`config.mk`:
```
export PLATFORM = sky130hd
export DESIGN_NAME = sort_unpermute
export DESIGN_NICKNAME = d
export VERILOG_FILES = /design/src/rtl/sort_pkg.sv /design/src/rtl/comp16b.sv /design/src/rtl/sort_unpermute.sv
export SDC_FILE = /design/constraint.sdc
export NUM_CORES = 1
export LEC_CHECK = 0
export BUFFER_PORTS_ARGS = -buffer_cell sky130_fd_sc_hd__buf_2
export CORE_ASPECT_RATIO = 1.5
export CORE_MARGIN = 2
export CORE_UTILIZATION = 51
export CTS_CLUSTER_SIZE = 8
export DETAILED_ROUTE_END_ITERATION = 8
export PLACE_DENSITY_LB_ADDON = 0.25
export SKIP_LAST_GASP = 1
export SYNTH_ARGS = -nofsm -noshare
export SYNTH_HDL_FRONTEND = slang
export SYNTH_SLANG_ARGS = --single-unit
```
`constraint.sdc`:
```
create_clock -name clk -period 1.5 [get_ports clk]
set_input_delay 0 -clock clk [delete_from_list [all_inputs] [get_ports clk]]
set_output_delay 0 -clock clk [all_outputs]
set_load 0.05 [all_outputs]
```
`src/rtl/sort_pkg.sv`:
```
// Shared sorter definitions: default frame geometry, frame-assembly states, index-width helper.
package sort_pkg;
  localparam int SORT_WIDTH = 16;
  localparam int SORT_N     = 4;

  typedef enum logic {COLLECT, HOLD} sort_state_e;

  function automatic int idx_w(input int n);
    return (n <= 2) ? 1 : $clog2(n);
  endfunction
endpackage

```
`src/rtl/comp16b.sv`:
```
// 16-bit unsigned magnitude comparator; ag is high when a is strictly greater than b.
module comp16b (
  input  logic [15:0] a,
  input  logic [15:0] b,
  output logic        ag
);
  assign ag = (a > b);
endmodule

```
`src/rtl/sort_unpermute.sv`:
```
// Rebuilds the original input-order vector from the sorted (value, source index) beat stream.
// Define SORT_UNPERMUTE_ORDER_CHECK_EN to flag frames whose values rise between beats.
module sort_unpermute
  import sort_pkg::*;
#(
  parameter int WIDTH = SORT_WIDTH,
  parameter int N     = SORT_N
) (
  input  logic                  clk,
  input  logic                  rst,
  input  logic                  in_valid,
  output logic                  in_ready,
  input  logic [WIDTH-1:0]      in_data,
  input  logic [idx_w(N)-1:0]   in_idx,
  output logic                  out_valid,
  input  logic                  out_ready,
  output logic [N*WIDTH-1:0]    out_data,
  output logic                  out_dup,
  output logic                  out_order
);
  localparam int IDXW = idx_w(N);
  localparam logic [IDXW-1:0] LAST = IDXW'(N - 1);

  sort_state_e state, state_nxt;
  logic [IDXW-1:0]           cnt;
  logic [N-1:0]              seen;
  logic [N-1:0][WIDTH-1:0]   slots;
  logic                      dup;
  logic                      accept, done;

  assign in_ready  = (state == COLLECT);
  assign out_valid = (state == HOLD);
  assign accept    = in_valid && in_ready;
  assign done      = out_valid && out_ready;

  always_ff @(posedge clk) begin
    if (rst) state <= COLLECT;
    else     state <= state_nxt;
  end

  always_comb begin
    state_nxt = state;
    case (state)
      COLLECT: if (accept && cnt == LAST) state_nxt = HOLD;
      HOLD:    if (done)                  state_nxt = COLLECT;
      default: state_nxt = COLLECT;
    endcase
  end

  // cnt is IDXW bits and N is a power of two, so the N-th beat wraps it to 0 as we enter HOLD
  always_ff @(posedge clk) begin
    if (rst) begin
      cnt   <= '0;
      seen  <= '0;
      slots <= '0;
      dup   <= 1'b0;
    end else if (done) begin
      cnt  <= '0;
      seen <= '0;
      dup  <= 1'b0;
    end else if (accept) begin
      slots[in_idx] <= in_data;
      seen[in_idx]  <= 1'b1;
      cnt           <= cnt + 1'b1;
      if (seen[in_idx]) dup <= 1'b1;
    end
  end

  // Slots never written in this frame read as zero
  for (genvar k = 0; k < N; k++) begin : g_slot
    assign out_data[k*WIDTH +: WIDTH] = seen[k] ? slots[k] : '0;
  end

  assign out_dup = dup && out_valid;

`ifdef SORT_UNPERMUTE_ORDER_CHECK_EN
  logic [WIDTH-1:0] prev;
  logic             order;
  logic             rise;

  comp16b u_cmp (
    .a  (in_data),
    .b  (prev),
    .ag (rise)
  );

  // cnt == 0 marks the first beat of a frame, which has no predecessor to compare against
  always_ff @(posedge clk) begin
    if (rst) begin
      prev  <= '0;
      order <= 1'b0;
    end else if (done) begin
      order <= 1'b0;
    end else if (accept) begin
      prev <= in_data;
      if (rise && cnt != '0) order <= 1'b1;
    end
  end

  assign out_order = order && out_valid;
`else
  assign out_order = 1'b0;
`endif
endmodule

```
After elaboration in Yosys (flattened, before gate mapping). Cells that the tools add are included.

Register bits: 72. Logic and storage cells: 37. Output and inout bits: 68. Bits of input ports: 22.

Eq/ne operators: 1. Bitwise gates (word level): 3. Multiplexer cells: 14. Add/subtract/negate cells: 1. Order comparisons: 2. Reductions and logical operators: 8.

Operator list (count): $mux 16 (5); $bwmux 64 (1); $demux 16 s2 (1); $logic_and 1x1->1 (5); $mux 1 (4); $or 4x4->4 (1); $reduce_and 2->1 (2); $lt 2x3->1 const B (1); $add 2x1->2 const B (1); $bmux 1 s2 (1); $demux 1 s2 (1); $eq 2x2->1 const B (1); $ge 2x1->1 const B (1); $not 1->1 (2); $pmux 1 s2 (1); $reduce_or 2->1 (1).

Depth between registers and ports, before layout.
Word-level depth: 5. Depth in mapped cells: 6. Gate-level depth less buffers: 3.

Worst setup path after synthesis. Ideal clock, no wire load.

Path type: register -> register. From: register state (netlist: out_valid). To: register slots[38] (netlist bit). Required time: 1368 ps. Stages on the path, launching flop included: 7. Setup time: 132 ps. Arrival: 1562 ps. Path buffers: 3. Path slack: -194 ps. Cell sequence: dfxtp_1 > buf_2 > and4bb_2 > buf_2 > buf_4 > nand2_1 > a21oi_1.

Cells in the longest elaborated chain, start to end: 3. Elaborated cells between the ends (all ways): 5.

Ends and longest elaborated chain: start, declared (line sort_unpermute.sv:24) `sort_state_e state, state_nxt;`; start signal, assigned (line sort_unpermute.sv:38) `else state <= state_nxt;`; $logic_and 1x1->1 / $not 1->1 (equally long branches); $not 1->1 (no source line) / $logic_and 1x1->1 (equally long branches); $reduce_and 2->1 (no source line) *; end signal, assigned by index (line sort_unpermute.sv:62) `slots[in_idx] <= in_data;`; end, declared (line sort_unpermute.sv:27) `logic [N-1:0][WIDTH-1:0] slots;`.

Every way passes the cells marked *; elsewhere a longest branch is shown, timed or not. A chain may end at the register's enable or synchronous reset.

Final worst setup path.
From: register state (netlist: out_valid). To: register slots[37] (netlist bit).

Same word-level chain as after synthesis.

==> results.txt <==
The tools report the cell chosen for the clock root as sky130_fd_sc_hd__clkbuf_8. In the final routed layout, each cell accounts on average for 13.7 um. Data arrival time of the worst path: 1680 ps. The maximum buffer depth of the clock tree was 2; the depth of the worst register-to-register path was 4. The post-synthesis share of cell area spent on xor and xnor gates was 0.00288; the clock latency on the worst-skew pair was 340 ps. The tightest hold path in the finished design has a slack of 19.6 ps. Using the TritonRoute via totals, the vias-per-cell ratio works out to 5.01. The simple-gate area share of the yosys netlist works out to 0.342. The worst clock skew is 5.01 ps, and the share of the clock period used by the worst path is 0.938. The final-report hold violation count is 0, and the via count of the first global-routing pass is 2674. Yosys mapped a number of flops with a built-in enable equal to 0. The area share of the leading cell type in the synthesized netlist was 0.474. CTS built an H-tree with a depth of 3. The final critical path time including I/O delays and setup was 1410 ps; the share of synthesized flip-flops with an asynchronous set or reset was 0. By area the synthesized netlist is led by sky130_fd_sc_hd__dfxtp_1, sky130_fd_sc_hd__nand2_1, sky130_fd_sc_hd__and2_1, sky130_fd_sc_hd__a21oi_1, sky130_fd_sc_hd__buf_2. In this run the post-CTS setup repair buffer count came out at 0.

The number of input and output port buffers inserted was 88; the count of fill cells added during filler insertion was 534. The logs give 0.711 GHz for the peak clock frequency supported by timing and 5250 um for the post-detailed-placement half-perimeter wirelength. After synthesis, the largest family of logic cells by area is simple AND/OR/NAND/NOR gates.

The routed design has 7700 um of wire. After global routing the overflow that remains totals 0. X dimension of the die: 67.1 um.

The critical path is of the flop to flop type. The die is 98.6 um tall. The startpoint class of the critical path was a flop. At the end of routability-driven placement, the weighted congestion stood at 0.798. The first global-routing pass estimated 12200 um of wire. In this run the worst path has a maximum fanout of 17.

Clock tree synthesis found a total of 72 sinks. Largest net degree at the start of global routing: 26. The clock-pin slew reported for the worst setup and hold paths after clock tree synthesis is 70 ps, and the post-synthesis net count is 414.

With fillers left out, the area of the finished cells amounts to 3850 um^2. The first routing iteration left 223 violations. The overall routing resource usage was 0.243; the power density over the cells was 979 nW/um^2. The layout cell share with drive strength beyond 1 was 0.248; the number of buffers inserted during clock tree synthesis was 9. Multiplexer area fraction after synthesis: 0.0107. The initial antenna violation count came out at 0. Leading cell type by number of instances after synthesis: sky130_fd_sc_hd__nand2_1. Placement-stage cell area: 3510 um^2. The leading area contributor after synthesis was sky130_fd_sc_hd__dfxtp_1. For this run, the slowest stage of the critical path takes 550 ps. The worst hold path begins at in_valid. The area growth from synthesis to layout works out to 26.4%.

The design draws 3770 uW. The number of warning messages in the yosys log was 0. At the worst endpoint, the required time is 1770 ps.

The number of primary I/O pins is 90. The tool flagged a number of max-cap violations equal to 0. The number of different library cells used by synthesis comes to 26. After synthesis the cells add up to 3040 um^2.

The run finished with clean final reports. IR analysis of the VDD net gives a maximum drop of 0.736 mV. The number of max-slew violations in the final report is 0, and the floorplan die area is 6610 um^2. The number of antenna diodes in the final layout is 0. In the final timing run, aggregate negative setup slack is 0 ps. Setup repair after global routing left no endpoint under its margin. The vias after detailed routing is 2820. The core region is 5790 um^2. The run gives 510 as the net total in the final layout. The adder-cell share of the synthesized area works out to 0.00411. End point of the worst hold path: out_valid. TritonCTS built the clock tree.

After synthesis the netlist holds a flip-flop and latch count of 72. The gate count of the mapped netlist came out at 391. In this run the critical register-to-register path is captured at slots[37]. For this run, the leading register cell type out of synthesis is sky130_fd_sc_hd__dfxtp_1. The worst hold-check path type was input port to flop. Sorting the synthesized cells by how often they occur yields sky130_fd_sc_hd__nand2_1, sky130_fd_sc_hd__dfxtp_1, sky130_fd_sc_hd__a21oi_1.

The run gives 0.474 as the share of the yosys chip area belonging to registers. STA classifies the critical path endpoint as a flop. The detail route stage leaves a number of antenna-violating nets equal to 0.

The worst register-to-register path has a setup slack of 90 ps. Dividing the synthesized area by the synthesized cell count gives 7.78 um^2. For this design the static power due to leakage is 0.00170 uW. The slowest stage of the critical path is the sky130_fd_sc_hd__and4bb_2 cell. The first TritonRoute pass finished after 4 iterations.

The signal on the critical path passes through buf_4 > and4bb_2 > nand2_1 > a21oi_1. The initial cell density of the core was 0.526. Setup violations remaining at the end of the flow were counted as 0. The synthesized-area fraction occupied by ao, oa, aoi and oai cells is 0.113, and the placement row count is 34. In this run the critical register-to-register path is launched from out_valid.

The depth of the worst hold-timing path is 3. In the routed design, unresolved DRC markers number 0.
==> layout by cell type, fill, tap and decap left out, types with 3 or more instances in the layout <==
cell type                         n
sky130_fd_sc_hd__a21oi_1         66
sky130_fd_sc_hd__buf_4           11
sky130_fd_sc_hd__and2_1          65
sky130_fd_sc_hd__dfxtp_2          3
sky130_fd_sc_hd__nand2_1        128
sky130_fd_sc_hd__clkbuf_8        11
sky130_fd_sc_hd__buf_2           88
sky130_fd_sc_hd__nor2_1          11
sky130_fd_sc_hd__dlygate4sd3_1   16
sky130_fd_sc_hd__dfxtp_1         68
==> logic make-up after synthesis <==
group,Yosys count
xor gates and xnor gates,1
adders and majority gates,1
muxes,3
AOI/OAI and AO/OA,68
DFF,72
other,1
buffers and inverters,31
and+or+nand+nor,214
==> routing by layer <==
metal / part of all wire / GRT usage / vias to the layer above
met1: 0.40 / 0.289 / 1276
met5: 0 / 0 / -
li1: - / - / 1434
met3: 0.051 / 0.0514 / 20
met2: 0.52 / 0.407 / 90
met4: 0.029 / 0.118 / 0
==> what timing repair did <==
action	4_1_cts	5_1_grt
resized for setup	0	3
hold endpoints to repair	64	0
hold buffers	16	0
endpoints found under the setup margin	0	41
==> metrics by stage <==
step	instances	setup slack (ps)	util
global placement	532	214	0.607
floorplan	391	76.3	-
finish	563	93.5	0.665
global route	563	27.8	0.665
detailed placement	532	141	0.607
CTS	563	3.63	0.664
==> power by group <==
part	total [uW]	switching [uW]	internal, uW
Combinational	380	240	141
Sequential	2030	46.9	1980
Clock	1360	682	676
==> worst max path at each step <==
stage | start | endpoint | cells after the start | slack (ps)
final | out_valid | slots[37] | 4 | 90
after global placement | out_valid | slots[2] | 4 | 210
after floorplan | out_valid | slots[10] | 5 | 80
after detailed placement | out_valid | slots[37] | 4 | 140
after global routing | out_valid | slots[37] | 4 | 30
after CTS | seen[3] | out_data[57] | 2 | 4
==> final cells by class <==
class | instances | area [um^2] | area share
Sequential cell | 72 | 1450 | 0.377
Multi-Input combinational cell | 288 | 1450 | 0.376
Timing Repair Buffer | 115 | 683 | 0.178
Clock buffer | 12 | 155 | 0.0403
Tap cell | 72 | 90.1 | 0.0234
Clock inverter | 3 | 17.5 | 0.00455
Inverter | 1 | 3.75 | 0.000976
==> critical path: cells and delay by family (launching register included) <==
kind,cells,cell delay (ps)
and+or+nand+nor,2,670
buffers and inverters,1,170
DFF,1,350
AOI/OAI and AO/OA,1,150
==> registers in the layout, indices dropped and copies added (netlist names) <==
name       cells
slots         64
seen           4
cnt            2
dup            1
out_valid      1
(Power assumes the default switching activity.)
